`config.mk`:
```
export PLATFORM = sky130hd
export DESIGN_NAME = serial_xfer_ctrl
export DESIGN_NICKNAME = d
export VERILOG_FILES = /design/src/rtl/serial_xfer_pkg.sv /design/src/rtl/serial_xfer_div.sv /design/src/rtl/serial_xfer_ctrl.sv
export SDC_FILE = /design/constraint.sdc
export NUM_CORES = 1
export LEC_CHECK = 0
export CORE_UTILIZATION = 55
export CTS_CLUSTER_DIAMETER = 60
export DETAILED_ROUTE_END_ITERATION = 6
export DONT_BUFFER_PORTS = 1
export HOLD_SLACK_MARGIN = 0.02
export PLACE_DENSITY = 0.7
export SLEW_MARGIN = 15
export SYNTH_ARGS = -nofsm -noshare
export SYNTH_HDL_FRONTEND = slang
export SYNTH_SLANG_ARGS = --single-unit
```
`constraint.sdc`:
```
create_clock -name clk -period 2.2 [get_ports clk]
set_clock_uncertainty 0.1 [all_clocks]
set_input_delay 0.44 -clock clk [delete_from_list [all_inputs] [get_ports clk]]
set_output_delay 0.44 -clock clk [all_outputs]
set_load 0.01 [all_outputs]
```
`src/rtl/serial_xfer_pkg.sv`:
```
// Shared types and helpers for the serial shift-transfer sequencer.
// Consumed by serial_xfer_div and serial_xfer_ctrl.
package serial_xfer_pkg;

  typedef enum logic [1:0] {
    IDLE   = 2'd0,
    SHIFT  = 2'd1,
    PARITY = 2'd2,
    DONE   = 2'd3
  } state_t;

  localparam logic DIR_MSB_FIRST = 1'b1;
  localparam logic DIR_LSB_FIRST = 1'b0;

  // Counter width able to hold 0..n-1, never narrower than one bit.
  function automatic int cnt_width(input int n);
    return (n <= 2) ? 1 : $clog2(n);
  endfunction

endpackage

```
`src/rtl/serial_xfer_div.sv`:
```
// Bit-period divider: counts DIV cycles while enabled and flags the last
// (sample) cycle of each period. clr restarts the period at zero.
module serial_xfer_div
  import serial_xfer_pkg::*;
#(
  parameter int DIV = 2
) (
  input  logic clk,
  input  logic rst,
  input  logic clr,
  input  logic en,
  output logic strobe
);

  localparam int DW = cnt_width(DIV);
  localparam logic [DW-1:0] LAST = DW'(DIV - 1);

  logic [DW-1:0] cnt;

  assign strobe = en && (cnt == LAST);

  always_ff @(posedge clk) begin
    if (rst || clr) begin
      cnt <= '0;
    end else if (en) begin
      cnt <= (cnt == LAST) ? '0 : cnt + 1'b1;
    end
  end

endmodule

```
`src/rtl/serial_xfer_ctrl.sv`:
```
// Full-duplex serial shift sequencer: accepts a word, shifts it out/in one bit
// per DIV cycles in the latched direction. Optional parity bit: SERIAL_XFER_PARITY_EN.
module serial_xfer_ctrl
  import serial_xfer_pkg::*;
#(
  parameter int WIDTH = 4,
  parameter int DIV   = 2
) (
  input  logic             clk,
  input  logic             rst,
  input  logic [WIDTH-1:0] tx_data,
  input  logic             tx_valid,
  output logic             tx_ready,
  input  logic             dir,
  input  logic             serial_in,
  output logic             serial_out,
  output logic             bit_strobe,
  output logic             busy,
  output logic [WIDTH-1:0] rx_data,
  output logic             rx_valid,
  output logic             parity_err
);

  localparam int BW = cnt_width(WIDTH + 1);

  state_t           state, state_nx;
  logic [WIDTH-1:0] tx_sh, rx_sh, rx_nx;
  logic [BW-1:0]    bit_cnt;
  logic             dir_q, accept, strobe, last_bit, div_en;
`ifdef SERIAL_XFER_PARITY_EN
  logic             par_q;
`endif

  assign accept     = tx_valid & tx_ready;
  assign div_en     = (state == SHIFT) || (state == PARITY);
  assign bit_strobe = strobe;
  assign last_bit   = (bit_cnt == BW'(WIDTH - 1));
  assign rx_nx      = (dir_q == DIR_MSB_FIRST) ? {rx_sh[WIDTH-2:0], serial_in}
                                               : {serial_in, rx_sh[WIDTH-1:1]};

  serial_xfer_div #(.DIV(DIV)) u_div (
    .clk    (clk),
    .rst    (rst),
    .clr    (accept),
    .en     (div_en),
    .strobe (strobe)
  );

  always_ff @(posedge clk) begin
    if (rst) state <= IDLE;
    else     state <= state_nx;
  end

  always_comb begin
    state_nx = state;
    tx_ready = 1'b0;
    busy     = 1'b1;
    rx_valid = 1'b0;
    case (state)
      IDLE: begin
        tx_ready = 1'b1;
        busy     = 1'b0;
        if (tx_valid) state_nx = SHIFT;
      end
      SHIFT: begin
`ifdef SERIAL_XFER_PARITY_EN
        if (strobe && last_bit) state_nx = PARITY;
`else
        if (strobe && last_bit) state_nx = DONE;
`endif
      end
      PARITY: if (strobe) state_nx = DONE;
      DONE: begin
        rx_valid = 1'b1;
        state_nx = IDLE;
      end
      default: state_nx = IDLE;
    endcase
  end

  always_ff @(posedge clk) begin
    if (rst) begin
      serial_out <= 1'b0;
      rx_data    <= '0;
      rx_sh      <= '0;
      tx_sh      <= '0;
      dir_q      <= DIR_LSB_FIRST;
      bit_cnt    <= '0;
`ifdef SERIAL_XFER_PARITY_EN
      par_q      <= 1'b0;
      parity_err <= 1'b0;
`endif
    end else if (accept) begin
      tx_sh      <= tx_data;
      dir_q      <= dir;
      bit_cnt    <= '0;
      serial_out <= (dir == DIR_MSB_FIRST) ? tx_data[WIDTH-1] : tx_data[0];
`ifdef SERIAL_XFER_PARITY_EN
      par_q      <= ^tx_data;
`endif
    end else if (state == SHIFT && strobe) begin
      rx_sh   <= rx_nx;
      bit_cnt <= bit_cnt + 1'b1;
      tx_sh   <= (dir_q == DIR_MSB_FIRST) ? (tx_sh << 1) : (tx_sh >> 1);
      if (last_bit) begin
`ifdef SERIAL_XFER_PARITY_EN
        serial_out <= par_q;
`else
        serial_out <= 1'b0;
        rx_data    <= rx_nx;
`endif
      end else begin
        // next bit is the neighbour of the one currently on the pin
        serial_out <= (dir_q == DIR_MSB_FIRST) ? tx_sh[WIDTH-2] : tx_sh[1];
      end
    end
`ifdef SERIAL_XFER_PARITY_EN
    else if (state == PARITY && strobe) begin
      serial_out <= 1'b0;
      rx_data    <= rx_sh;
      parity_err <= serial_in ^ (^rx_sh);
    end
`endif
  end

`ifndef SERIAL_XFER_PARITY_EN
  assign parity_err = 1'b0;
`endif

endmodule

```
# After elaboration in Yosys (flattened, before gate mapping)
# Index checks and enable logic that the tools add are counted.
[op_classes] n_reduce_logical=11 n_bitwise=2 mux=17 eq_ne=7 addsub=2
[ops] cell="2-to-1 mux 4 bit" count=4
[ops] cell="2-to-1 mux 1 bit" count=9
[ops] cell="one-hot mux 2 bit (4 select lines)" count=1
[ops] cell="2-to-1 mux 2 bit" count=3
[ops] cell="AND reduction 3 bit" count=2
[ops] cell="== test 2 bit (second input constant)" count=2
[ops] cell="inequality test 2 bit (second input constant)" count=2
[ops] cell="adder 3 x 1 -> 3 bit (second input constant)" count=1
[ops] cell="== test 3 x 2 -> 1 bit (second input constant)" count=1
[ops] cell="logical AND 1 bit" count=3
[ops] cell="== test 2 x 1 -> 1 bit (second input constant)" count=1
[ops] cell="zero test 2 bit" count=1
[ops] cell="logical OR 1 bit" count=2
[ops] cell="inequality test 2 x 1 -> 1 bit (second input constant)" count=1
[ops] cell="AND reduction 2 bit" count=1
[ops] cell="nonzero test 2 bit" count=1
[ops] cell="OR reduction 2 bit" count=1
[ops] cell="adder 1 bit (second input constant)" count=1
[ops] cell="bitwise AND 1 bit" count=1
[ops] cell="inverter 1 bit" count=1
[totals] input_bits=9 regBits=20

# Logic depth before layout (Yosys ltp)
[logic_depth] depth_word=6 depth_mapped=7

# Modules after synthesis
# From an unflattened synthesis, not the netlist that was laid out.
[hier_totals] hier_cells=111 hier_area_um2=1031.0
[by_module_without_submodules] module="serial_xfer_ctrl" seq_area_each_um2=380.4 area_per_inst_um2=984.7 cells_each=107 instances=1
[by_module_without_submodules] module="serial_xfer_div" seq_area_each_um2=20.0 area_per_inst_um2=46.3 cells_each=4 instances=1

# Worst setup path after synthesis
# No wires, ideal clock.
[synth_timing] path_type="register -> register" startpoint="register state[0]" endpoint="register state[1]" path_slack_ns=0.496 arrival_time_ns=1.487 stages_incl_launch_ff=7 t_required_ns=1.983 synth_period_minus_slack_ns=1.704 n_path_buf=1 cell_sequence="dfxtp_1 inv_1 ha_1 buf_2 nor2b_1 a211o_1 a32o_1"
[synth_between] elab_chain_len=6 word_cells_on_any_way=12 cone_classes="6 x eq/ne; 1 x mux; 5 x reduce/logical"
[synth_lines] item="start: declaration" line="serial_xfer_ctrl.sv:26" source="state_t state, state_nx;"
[synth_lines] item="start signal: assignment" line="serial_xfer_ctrl.sv:51" source="else state <= state_nx;"
[synth_lines] item="== test 2 x 1 -> 1 bit or == test 2 bit (tied branches)" line="serial_xfer_ctrl.sv:35, serial_xfer_ctrl.sv:59"
[synth_lines] item="logical OR 1 bit" line="serial_xfer_ctrl.sv:35" source="assign div_en = (state == SHIFT) || (state == PARITY);"
[synth_lines] item="logical AND 1 bit" line="serial_xfer_div.sv:20" source="assign strobe = en && (cnt == LAST);"
[synth_lines] item="logical AND 1 bit" line="serial_xfer_ctrl.sv:69" source="if (strobe && last_bit) state_nx = DONE;"
[synth_lines] item="inequality test 2 x 1 -> 1 bit (no line)"
[synth_lines] item="AND reduction 3 bit (no line)"
# Several ways; a longest one is shown, not always the timed one.
# A chain may end at the register's enable or synchronous reset.

# Worst setup path after layout
[layout_timing] startpoint="register state[0]" endpoint="output port bit_strobe"
[layout_between] elab_chain_len=3 word_cells_on_any_way=4 cone_classes="2 x eq/ne; 2 x reduce/logical"
[layout_lines] item="== test 2 x 1 -> 1 bit or == test 2 bit (tied branches)" line="serial_xfer_ctrl.sv:35"
[layout_lines] item="logical OR 1 bit *" line="serial_xfer_ctrl.sv:35"
[layout_lines] item="logical AND 1 bit *" line="serial_xfer_div.sv:20"
[layout_lines] item="end: declaration" line="serial_xfer_ctrl.sv:17" source="output logic bit_strobe,"
# Every way passes the cells marked *; elsewhere a longest branch is shown, timed or not.

==> results.cfg <==
[synth]
synth.distinct_cells = 35
synth_most_common_cell = dfxtp_1
synth_top_area_share_pct = 38.0
synth_top_cells_by_count = 20 x dfxtp_1, 13 x a21oi_1, 8 x nand2_1
yosys_register_bits = 20
synth_cells = 112
yosysWarnings = 0
synth_nets = 128
netlist_area_mm2 = 0.00105
yosysSeqAreaShare_pct = 38.0
ys.flop_type = dfxtp_1
syn_avg_cell_area_um2 = 9.40
synth_top_area_cell = dfxtp_1
synth_area_leaders = dfxtp_1 38%, ha_1 8.3%, mux2i_1 6.7%, a21oi_1 6.2%, a211oi_1 5.0%
synth_edf_count = 0
synth-async-reset-ratio_pct = 0

[worst_setup_path]
crit_chain = inv_1 -> ha_1 -> nand2_1 -> inv_1
reg2regPathDepth = 5
crit_type = reg2out
critPathMaxFanout = 4
rrSetupSlack_ns = 0.31
cp-end-kind = primary output
slowest_stage = dfxtp_1
path_common_cell = inv_1
crit_required_ns = 1.66
worst_setup_path_start_kind = flop
max_stage_delay_ns = 0.43
arrival_ns = 1.44

[clock_tree]
clock-sinks = 20
clkLatencyLatePin_ns = 0.30
root_buffer = clkbuf_4
htreeDepth = 1
cts_made_buffers = 3
hold_buffers = 0
cts_buffer_depth = 2
clk_pin_slew_ns = 0.11
cts_tree = yes
postCtsSetupBuffers = 0
cts_resized = 0

[routing]
drt-pass1-iter-count = 4
routed_wl_um = 2020
drc_errors = 0
via_per_inst = 6.09
vias = 810
avgRoutedWirePerCell_um = 15.2
first_iter_violations = 26
antenna_left = 0

[floorplan]
floorplan.die_area_mm2 = 0.00209
initial_core_util_pct = 59.6
rows = 15
io_pins = 19
die_y_um = 45.7
core_mm2 = 0.00176
die_w_um = 45.7

[grt]
met1_usage_pct = 30.1
busiest_layer = met2
grt_overflow = 0
gr-usage-met3_pct = 7.94
met2_usage_pct = 36.3
grt_use_total_pct = 23.1
antenna_found_initial = 0
first_global_vias = 745
grt_pass1_wl_um = 3410
grt_max_degree = 16

[finish]
postLayoutCoreUtil_pct = 60.0
num-nets-final = 126
drive_above_1_share_pct = 8.33
syn2layout_area_growth_pct = 0.595
antenna-diode-count = 0

[power_and_ir_drop]
p_leak_nw = 0.390
vdd_ir_drop_max_v = 0.000630
p_total_mw = 1.13
cellPowerDensity_mw_per_mm2 = 1070

[outcome]
outcome = finished clean

[worst_hold_path]
holdPathStages = 1
hold_class = in2reg

[place]
gp_congestion = 0.809
hpwlAfterDp_um = 1480
portBuffers = 0

[sta]
slew_violations = 0
timing.setup.tns_ns = 0
layout_min_cycle_time_ns = 1.98
rsz0062_at_grt = false
fmax_ghz = 0.505
period_share_pct = 90.1
setup_viol = 0
hold_viol = 0

[flow_run]
drv_cap = 0
-- layer usage --
| layer | vias to the layer above | share of wire [%] | routed length [um] |
|---|---|---|---|
| li1 | 411 | - | - |
| met1 | 369 | 49 | 983 |
| met2 | 25 | 44 | 891 |
| met3 | 5 | 6.0 | 120 |
| met4 | 0 | 0.94 | 19 |
| met5 | - | 0 | 0 |
-- metrics by stage --
step / setup WS (ns) / instance area (um^2) / hold WS (ns) / cells
after CTS: 0.207 / 1060 / 0.0745 / 133
after global routing: 0.120 / 1060 / 0.0636 / 133
after global placement: 0.452 / 1040 / 0.351 / 130
after detailed placement: 0.372 / 1040 / 0.365 / 130
final: 0.218 / 1060 / 0.0824 / 133
after floorplan: 0.496 / 1050 / 0.340 / 112
-- critical path, delay by kind of cell (launching register included) --
kind / cells / cell delay [ns]
adder cells (fa/ha/maj): 1 / 0.37
buffers and inverters: 2 / 0.23
flip-flops: 1 / 0.43
AND/OR/NAND/NOR: 1 / 0.11
-- cell usage in the layout, fill, tap and decap left out, types with 3 or more instances in the layout --
cell	netlist	layout
a211oi_1	7	7
nor2_1	5	5
dfxtp_1	20	20
a21oi_1	13	13
inv_1	6	6
nand2_1	8	8
mux2i_1	7	7
a311oi_1	6	6
ha_1	7	7
clkbuf_4	0	3
-- worst paths after layout --
| check | from | to |
|---|---|---|
| min reg2reg | bit_cnt[1] | bit_cnt[1] |
| min | rst | state[0] |
| max reg2reg | state[0] | tx_sh[0] |
| max | state[0] | bit_strobe |
-- sequential cells by signal (all words and copies together) (netlist names) --
name and count:
bit_cnt 3, dir_q 1, rx_data 4, rx_sh 4
serial_out 1, state 2, tx_sh 4, u_div.cnt 1
-- area by class of cell --
class                   count  area, um^2
fillers                   170         706
multi-input cells          79         582
flip-flops and latches     20         400
well taps                  25        31.3
clock buffers               3        22.5
inverters                   6        22.5
-- power breakdown --
group | switching, mW | internal (mW)
Combinational | 0.258 | 0.183
Clock | 0.107 | 0.0639
Sequential | 0.0898 | 0.432
Total | 0.455 | 0.678
-- logic make-up after synthesis --
logic type / Yosys count / synth area share, %
AOI/OAI and AO/OA: 37 / 25.6
xor gates and xnor gates: 2 / 1.66
adders and majority gates: 7 / 8.32
buffers and inverters: 13 / 6.66
DFF: 20 / 38.0
muxes: 8 / 7.73
other: 1 / 0.356
and+or+nand+nor: 24 / 11.7
Power figures use the tool's default switching activity.
